--- config.mk ---
export PLATFORM = sky130hd
export DESIGN_NAME = uart_tx_fifo_param
export DESIGN_NICKNAME = d
export VERILOG_FILES = /design/src/rtl/uart_pkg.sv /design/src/rtl/uart_sync_fifo.sv /design/src/rtl/uart_tx_fifo_param.sv
export SDC_FILE = /design/constraint.sdc
export NUM_CORES = 1
export LEC_CHECK = 0
export CORE_UTILIZATION = 40
export DETAILED_ROUTE_END_ITERATION = 8
export SETUP_SLACK_MARGIN = 0.02
export SLEW_MARGIN = 20
export SYNTH_ARGS = -nofsm -noshare
export SYNTH_HDL_FRONTEND = slang
export SYNTH_SLANG_ARGS = --single-unit
--- constraint.sdc ---
create_clock -name sys_clk -period 6.34 [get_ports sys_clk]
set_input_delay 1.902 -clock sys_clk [delete_from_list [all_inputs] [get_ports sys_clk]]
set_output_delay 1.902 -clock sys_clk [all_outputs]
set_load 0.05 [all_outputs]
--- src/rtl/uart_pkg.sv ---
// Shared UART definitions: parity codes, TX FSM states and the baud divisor helper.
package uart_pkg;

    localparam int unsigned PAR_NONE = 0;
    localparam int unsigned PAR_ODD  = 1;
    localparam int unsigned PAR_EVEN = 2;

    typedef enum logic [2:0] {
        ST_IDLE   = 3'd0,
        ST_START  = 3'd1,
        ST_DATA   = 3'd2,
        ST_PARITY = 3'd3,
        ST_STOP   = 3'd4
    } uart_state_e;

    function automatic int unsigned baud_div(input int unsigned clk, input int unsigned baud);
        return clk / baud;
    endfunction

endpackage

--- src/rtl/uart_sync_fifo.sv ---
// Synchronous FIFO with wrap-bit pointers; read data is visible combinationally at the head.
module uart_sync_fifo
    import uart_pkg::*;
#(
    parameter int unsigned WIDTH = 8,
    parameter int unsigned DEPTH = 4
) (
    input  logic                     sys_clk,
    input  logic                     rst_n,
    input  logic                     push,
    input  logic [WIDTH-1:0]         push_data,
    input  logic                     pop,
    output logic [WIDTH-1:0]         pop_data,
    output logic                     full,
    output logic                     empty,
    output logic [$clog2(DEPTH):0]   level
);

    localparam int unsigned AW = $clog2(DEPTH);

    logic [WIDTH-1:0] mem_q [DEPTH];
    logic [AW:0]      wr_ptr_q, wr_ptr_d;
    logic [AW:0]      rd_ptr_q, rd_ptr_d;
    logic             do_push, do_pop;

    // The pointer MSB is the wrap bit: equal pointers mean empty, MSB-only difference means full.
    assign level    = wr_ptr_q - rd_ptr_q;
    assign full     = (level == (AW+1)'(DEPTH));
    assign empty    = (wr_ptr_q == rd_ptr_q);
    assign pop_data = mem_q[rd_ptr_q[AW-1:0]];
    assign do_push  = push && !full;
    assign do_pop   = pop && !empty;

    always_comb begin
        wr_ptr_d = wr_ptr_q;
        rd_ptr_d = rd_ptr_q;
        if (do_push) wr_ptr_d = wr_ptr_q + 1'b1;
        if (do_pop)  rd_ptr_d = rd_ptr_q + 1'b1;
    end

    always_ff @(posedge sys_clk or negedge rst_n) begin
        if (!rst_n) begin
            wr_ptr_q <= '0;
            rd_ptr_q <= '0;
        end else begin
            wr_ptr_q <= wr_ptr_d;
            rd_ptr_q <= rd_ptr_d;
        end
    end

    always_ff @(posedge sys_clk) begin
        if (do_push) mem_q[wr_ptr_q[AW-1:0]] <= push_data;
    end

endmodule

--- src/rtl/uart_tx_fifo_param.sv ---
// Parametrised UART transmitter with valid/ready input FIFO and back-to-back framing.
module uart_tx_fifo_param
    import uart_pkg::*;
#(
    parameter int unsigned CLK_FREQ   = 50_000_000,
    parameter int unsigned BAUD       = 115200,
    parameter int unsigned DATA_BITS  = 8,
    parameter int unsigned PARITY     = 0,
    parameter int unsigned STOP_BITS  = 1,
    parameter int unsigned FIFO_DEPTH = 4
) (
    input  logic                           sys_clk,
    input  logic                           rst_n,
    input  logic [DATA_BITS-1:0]           tx_data,
    input  logic                           tx_valid,
    output logic                           tx_ready,
    output logic                           tx,
    output logic                           busy,
    output logic [$clog2(FIFO_DEPTH):0]    fifo_level
);

    localparam int unsigned BAUD_DIV = baud_div(CLK_FREQ, BAUD);
    localparam int unsigned BW       = $clog2(BAUD_DIV);
    localparam int unsigned CW       = $clog2(DATA_BITS + 1);
    localparam logic [BW-1:0] BAUD_LAST = BW'(BAUD_DIV - 1);
    localparam logic [CW-1:0] DATA_LAST = CW'(DATA_BITS - 1);
    localparam logic [CW-1:0] STOP_LAST = CW'(STOP_BITS - 1);

    uart_state_e          state_q, state_d;
    logic [BW-1:0]        baud_cnt_q, baud_cnt_d;
    logic [CW-1:0]        bit_cnt_q, bit_cnt_d;
    logic [DATA_BITS-1:0] sh_q, sh_d;
    logic                 par_q, par_d;
    logic                 tx_q, tx_d;
    logic                 pending_q, pending_d;

    logic                 fifo_full, fifo_empty, fifo_pop, load, bit_end;
    logic [DATA_BITS-1:0] fifo_rd_data;

    assign tx_ready = !fifo_full;
    assign tx       = tx_q;
    assign busy     = (state_q != ST_IDLE) || (fifo_level != '0);
    assign bit_end  = (baud_cnt_q == BAUD_LAST);

    uart_sync_fifo #(
        .WIDTH (DATA_BITS),
        .DEPTH (FIFO_DEPTH)
    ) u_fifo (
        .sys_clk   (sys_clk),
        .rst_n     (rst_n),
        .push      (tx_valid && tx_ready),
        .push_data (tx_data),
        .pop       (fifo_pop),
        .pop_data  (fifo_rd_data),
        .full      (fifo_full),
        .empty     (fifo_empty),
        .level     (fifo_level)
    );

    always_comb begin
        state_d    = state_q;
        baud_cnt_d = baud_cnt_q;
        bit_cnt_d  = bit_cnt_q;
        sh_d       = sh_q;
        par_d      = par_q;
        load       = 1'b0;
        fifo_pop   = 1'b0;
        // IDLE acts on a registered not-empty flag, so a word written at edge N starts at N+2.
        pending_d  = !fifo_empty;

        if (state_q != ST_IDLE) baud_cnt_d = bit_end ? '0 : baud_cnt_q + 1'b1;

        unique case (state_q)
            ST_IDLE: begin
                if (pending_q && !fifo_empty) load = 1'b1;
            end
            ST_START: begin
                if (bit_end) begin
                    state_d   = ST_DATA;
                    bit_cnt_d = '0;
                end
            end
            ST_DATA: begin
                if (bit_end) begin
                    sh_d = sh_q >> 1;
                    if (bit_cnt_q == DATA_LAST) begin
                        bit_cnt_d = '0;
                        state_d   = (PARITY != PAR_NONE) ? ST_PARITY : ST_STOP;
                    end else begin
                        bit_cnt_d = bit_cnt_q + 1'b1;
                    end
                end
            end
            ST_PARITY: begin
                if (bit_end) state_d = ST_STOP;
            end
            ST_STOP: begin
                if (bit_end) begin
                    if (bit_cnt_q == STOP_LAST) begin
                        if (!fifo_empty) load = 1'b1;
                        else             state_d = ST_IDLE;
                    end else begin
                        bit_cnt_d = bit_cnt_q + 1'b1;
                    end
                end
            end
            default: state_d = ST_IDLE;
        endcase

        if (load) begin
            fifo_pop   = 1'b1;
            sh_d       = fifo_rd_data;
            par_d      = (PARITY == PAR_EVEN) ? ^fifo_rd_data : ~^fifo_rd_data;
            bit_cnt_d  = '0;
            baud_cnt_d = '0;
            state_d    = ST_START;
        end

        // Line level follows the next state so tx changes on the same edge as the state.
        unique case (state_d)
            ST_START:  tx_d = 1'b0;
            ST_DATA:   tx_d = sh_d[0];
            ST_PARITY: tx_d = par_d;
            default:   tx_d = 1'b1;
        endcase
    end

    always_ff @(posedge sys_clk or negedge rst_n) begin
        if (!rst_n) begin
            state_q    <= ST_IDLE;
            baud_cnt_q <= '0;
            bit_cnt_q  <= '0;
            sh_q       <= '0;
            par_q      <= 1'b0;
            tx_q       <= 1'b1;
            pending_q  <= 1'b0;
        end else begin
            state_q    <= state_d;
            baud_cnt_q <= baud_cnt_d;
            bit_cnt_q  <= bit_cnt_d;
            sh_q       <= sh_d;
            par_q      <= par_d;
            tx_q       <= tx_d;
            pending_q  <= pending_d;
        end
    end

endmodule
==> qor.csv, run 1 <==
metric,value,unit
status,"finished, final reports clean",
Lkg Pwr,1.352,nW
IO Count,17,
Routed WL per cell,14.36,um
Starting Density,42.46,%
Final Skew,0.01176,ns
fmax,0.2014,GHz
worst vdd ir,0.2626,mV
r2r setup slk,3.49,ns
Netlist cell types,48,
Die H,90.68,um
largest family of logic cells by synthesized area,simple AND/OR/NAND/NOR gates,
worst setup path class,reg2out,
startpoint types,flip-flop,
GPL Wtd Cong,0.7070,
Tcrit/Tclk final,78.30,%
post-synthesis instance area,3146,um^2
All-Layer GR Usage,14.83,%
worst-path cell chain,ha_1 -> fa_1 -> inv_1 -> or4_1 -> clkdlybuf4s50_1,
design area,3590,um^2
DP Wirelength,3.598,mm
Yosys reg bits,65,
layout overhead on the synthesized area,14.12,%
mux contribution to synthesized area,8.592,%
pwr/cell area,495.6,nW/um^2
most common library cells after synthesis,"32 x dfrtp_1, 32 x edfxtp_1, 23 x nand2_1, 23 x o21ai_0, 13 x xnor2_1",
Crit path arrival time,3.06,ns
Synth Area in Simple Gates,12.81,%
DRT Wirelength,5.314,mm
crit-path max cell delay,0.71,ns
CTS Hold Bufs,0,
vias,1882,
sequential element share of the synthesized area,56.84,%
# rows,31,
Layout Utilization,48.45,%
Slew HR,51.49,%
most used flip-flop cell after synthesis,edfxtp_1,
"CP delay by family, top",adder cells,
RSZ-0062 raised after global routing,false,
ratio of cells with drive above 1 in the final layout,12.18,%
core footprint,7408,um^2
number of port buffers,16,
setup bufs post-CTS,0,
syn avg cell area,12.79,um^2
Routed Antenna Nets,0,
Worst-Skew Late Latency,0.34,ns
drt pass-1 iters,4,
area share of the largest cell type after synthesis,30.55,%
setup TNS,0,ns
Setup crit end kind,output pin,
# nets final,289,
DRT iter0 DRCs,59,
DRC,0,
maxcap violations,0,
vias per inst,5.086,
"EDFF count, synth",32,
CTS resizes,0,
XOR/XNOR Fraction of Synth Area,4.733,%
final hold vios,0,
setup violators final,0,
Post-Synth Adder-Cell Area,5.012,%
TritonCTS buffer count,9,
Slew @ Worst Pin,0.7200,ns
first-pass GRT wire length,9.328,mm
fin worst setup slack,1.376,ns
Post-synth ARST share,50.77,%
clock slew at reported path FFs,0.08,ns
CTS Sinks,65,
"top cells by area, synth","edfxtp_1 31%, dfrtp_1 25%, mux4_2 5.7%",
DIE WIDTH,90.68,um
Clk Tree Root Cell,clkbuf_8,
Mapped Cells,246,
Antenna diodes,0,
"area leader, netlist",edfxtp_1,
maximum clock path buffer count,2,
dpl ws,1.705,ns
HP Class,reg2reg,
antenna violations before repair,0,
Synthesized Nets,269,
vias in the first global route,1913,
CTS H-tree depth,3,
die area,8223,um^2
Slew Limit Fails,0,
placed instance area,3383,um^2
yosys warns,0,
pin count of the biggest net entering global routing,34,
Crit Path Max Fanout,11,
WP buf/inv,2,
Tmin final,4.964,ns
GR Overflow Total,0,
Worst path slowest cell,clkdlybuf4s50_1,
CTS tree,built,
Compound-Gate Fraction of Synth Area,8.632,%
CP required,4.44,ns
-- state kept, by name (all words and copies together) (netlist names) --
register	count
u_fifo.rd_ptr_q	3
u_fifo.wr_ptr_q	3
tx	1
bit_cnt_q	4
baud_cnt_q	9
state_q	3
sh_q	8
u_fifo.mem_q	32
pending_q	1
par_q	1
-- routing by layer --
metal | global-route usage, % | vias up | share of wire (%)
met2 | 23.80 | 33 | 48
li1 | - | 929 | -
met4 | 4.704 | 0 | 0.85
met5 | 0 | - | 0
met3 | 6.145 | 4 | 4.0
met1 | 18.11 | 916 | 47
-- per-stage QoR --
step | hold slack (ns) | cells | power (mW)
final | 0.4942 | 370 | 1.779
after global routing | 0.5094 | 370 | 1.905
after CTS | 0.4942 | 370 | 1.806
after detailed placement | 0.4801 | 354 | 1.434
after global placement | 0.4745 | 354 | 1.421
after floorplan | 0.4617 | 246 | 1.250
-- worst register-to-register path, delay by kind of cell, from the launching register on --
family                     cells  cell delay (ns)
AOI/OAI and AO/OA              1             0.47
xor gates and xnor gates       1             0.18
adders and majority gates      2             0.71
DFF                            1             0.60
and+or+nand+nor                1             0.53
-- final timing paths --
kind                            cells past startpoint                  to          startpoint
min in group asynchronous                           2             sh_q[7]               rst_n
worst max register to register                      5  u_fifo.mem_q[3][0]  u_fifo.rd_ptr_q[0]
worst min register to register                      1  u_fifo.wr_ptr_q[2]  u_fifo.wr_ptr_q[2]
max in group asynchronous                           2                  tx               rst_n
worst max-delay path                                5                busy  u_fifo.rd_ptr_q[0]
worst min-delay path                                1  u_fifo.wr_ptr_q[2]  u_fifo.wr_ptr_q[2]
-- cells in the final DEF, fill, tap and decap left out, types with 3 or more instances in the layout --
cell type        count
ha_1                11
nand2b_1             4
and2_1               4
edfxtp_1            32
mux4_2               8
inv_6                3
nand3_1              6
xnor2_1             13
xor2_1               4
nand2_1             23
o21ai_0             23
inv_1               12
dfrtp_1             32
mux2i_1              9
nor2_1               9
a21oi_1              5
clkbuf_8             9
and3_1               5
o32ai_1              3
clkdlybuf4s50_1     16
-- power by group --
group | total (mW) | leakage, nW | switching (mW) | internal (mW)
Combinational | 0.742 | 0.545 | 0.430 | 0.312
Sequential | 0.674 | 0.708 | 0.0973 | 0.576
Clock | 0.364 | 0.0988 | 0.176 | 0.188
Total | 1.78 | 1.35 | 0.703 | 1.08
-- cell families after synthesis --
group	after synthesis
AND/OR/NAND/NOR	71
adder cells (fa/ha/maj)	12
XOR/XNOR	17
AO/OA/AOI/OAI	43
multiplexers	17
buffers and inverters	21
flip-flops	65
-- final cells by class --
| type | count | area (um^2) |
|---|---|---|
| Timing Repair Buffer | 18 | 175.2 |
| Inverter | 12 | 45.04 |
| Fill cell | 684 | 3819 |
| Sequential cell | 65 | 1788 |
| Tap cell | 99 | 123.9 |
| Multi-Input combinational cell | 160 | 1251 |
| Clock inverter | 7 | 82.58 |
| Clock buffer | 9 | 123.9 |
(Power assumes the default switching activity.)
==> run 2, diff against run 1 <==
==> constraint.sdc (replaced) <==
create_clock -name sys_clk -period 4.3 [get_ports sys_clk]
set_input_delay 1.29 -clock sys_clk [delete_from_list [all_inputs] [get_ports sys_clk]]
set_output_delay 1.29 -clock sys_clk [all_outputs]
set_load 0.05 [all_outputs]
==> qor.csv, run 2 (synthesis gave the netlist of run 1 again) <==
metric,value,unit,change
# rows,31,,unchanged
vias,1924,,+2.2%
maxcap violations,0,,unchanged
core footprint,7408,um^2,unchanged
sequential standard cell area,1788,um^2,unchanged
Routed WL per cell,14.55,um,+1.3%
setup violators final,0,,unchanged
DP Wirelength,3.691,mm,+2.6%
worst vdd ir,0.2891,mV,+10%
antenna violations before repair,0,,unchanged
Crit Path Max Fanout,4,,-7
capturing point of the worst reg2reg path,par_q,,
vias in the first global route,1866,,-2.5%
IO Count,17,,unchanged
fmax,0.2434,GHz,
Antenna diodes,0,,unchanged
die area,8223,um^2,unchanged
maximum clock path buffer count,2,,unchanged
CTS H-tree depth,3,,unchanged
DRC,0,,unchanged
GPL Wtd Cong,0.7477,,+5.8%
number of flip-flops in the largest register,32,,unchanged
number of port buffers,16,,unchanged
Tmin final,4.108,ns,
CP required,3.01,ns,-1.43 ns
Layout Utilization,48.25,%,-0.20 points
Hold EP,u_fifo.wr_ptr_q[2],,
Starting Density,42.46,%,unchanged
CTS tree,built,,
CTS resizes,0,,unchanged
status,"finished, final reports clean",,
ratio of cells with drive above 1 in the final layout,12.45,%,+0.28 points
All-Layer GR Usage,14.23,%,-0.60 points
layout overhead on the synthesized area,13.64,%,
drt pass-1 iters,4,,unchanged
Crit path arrival time,2.82,ns,-0.24 ns
r2r setup slk,1.45,ns,-2.04 ns
Routed Antenna Nets,0,,unchanged
DRT iter0 DRCs,71,,+20%
pin count of the biggest net entering global routing,34,,unchanged
DIE WIDTH,90.68,um,unchanged
Slew HR,41.58,%,-9.9 points
Final Power,2.570,mW,+44%
first-pass GRT wire length,9.004,mm,-3.5%
GR Overflow Total,0,,unchanged
Die H,90.68,um,unchanged
startpoint types,flip-flop,,
Hold Crit Start,u_fifo.wr_ptr_q[2],,
r2r startpoint,baud_cnt_q[1],,
Slew @ Worst Pin,0.8712,ns,+0.1512 ns
HP Class,reg2reg,,
"commonest non-fill, non-tap cells in the layout","32 x dfrtp_1, 32 x edfxtp_1, 23 x nand2_1, 23 x o21ai_0, 16 x clkdlybuf4s50_1",,
Lkg Pwr,1.343,nW,-0.67%
# nets final,291,,+0.69%
multi-input gate area in the final layout,1251,um^2,unchanged
worst r2r path cells,7,,+2
setup bufs post-CTS,0,,unchanged
pwr/cell area,718.9,nW/um^2,+45%
Final Skew,0.01369,ns,+0.001932 ns
CTS Sinks,65,,unchanged
DRT Wirelength,5.414,mm,+1.9%
Hold Path Depth,1,,unchanged
RSZ-0062 raised after global routing,false,,
CTS Hold Bufs,0,,unchanged
Setup crit end kind,output pin,,
clock slew at reported path FFs,0.08,ns,about the same
TritonCTS buffer count,9,,unchanged
# fillers,669,,-2.2%
Slew Limit Fails,0,,unchanged
setup TNS,0,ns,unchanged
final hold vios,0,,unchanged
Worst-Skew Late Latency,0.34,ns,about the same
hold slack,0.4945,ns,+0.0002640 ns
Tcrit/Tclk final,95.53,%,
Clk Tree Root Cell,clkbuf_8,,
worst setup path class,reg2out,,
vias per inst,5.172,,+1.7%
[run 2: worst max-delay path by stage]
stage / from / endpoint / slack [ns]
floorplan: u_fifo.wr_ptr_q[0] / tx_ready / 0.40
global placement: u_fifo.wr_ptr_q[0] / busy / 0.58
detailed placement: u_fifo.wr_ptr_q[0] / busy / 0.55
CTS: u_fifo.wr_ptr_q[0] / busy / 0.16
global route: u_fifo.wr_ptr_q[0] / busy / 0.07
finish: u_fifo.wr_ptr_q[0] / busy / 0.19
[run 2: report_power, final]
group | internal [mW] | switching (mW) | total (mW)
Sequential | 0.851 | 0.106 | 0.957
Combinational | 0.471 | 0.677 | 1.15
Clock | 0.212 | 0.252 | 0.464
[run 2: metrics by stage]
stage	setup slack, ns	std cells	instance area [um^2]
3_3_place_gp	0.5789	356	3398
4_1_cts	0.1613	372	3575
6_report	0.1922	372	3575
2_1_floorplan	0.4038	246	3146
5_1_grt	0.06859	372	3575
3_5_place_dp	0.5478	356	3398
[run 2: layout make-up]
type	count	share of cell area, %
Sequential cell	65	50.02
Inverter	12	1.260
Timing Repair Buffer	20	5.320
Multi-Input combinational cell	160	35.00
Tap cell	99	3.465
Clock buffer	9	3.465
Clock inverter	7	1.470
[run 2: metal layers]
layer	up-vias	GRT usage, %	share of wire, %	wire length, um
met1	955	17.75	47	2568
li1	936	-	-	-
met4	0	6.317	1.4	77
met5	-	0	0	0
met3	7	3.872	2.6	142
met2	26	23.04	49	2626
[run 2: worst max-delay path: stages (launching register included)]
cell	delay [ns]
dfrtp_1	0.38
inv_1	0.10
ha_1	0.20
fa_1	0.51
inv_1	0.05
or4_1	0.51
clkdlybuf4s50_1	0.71
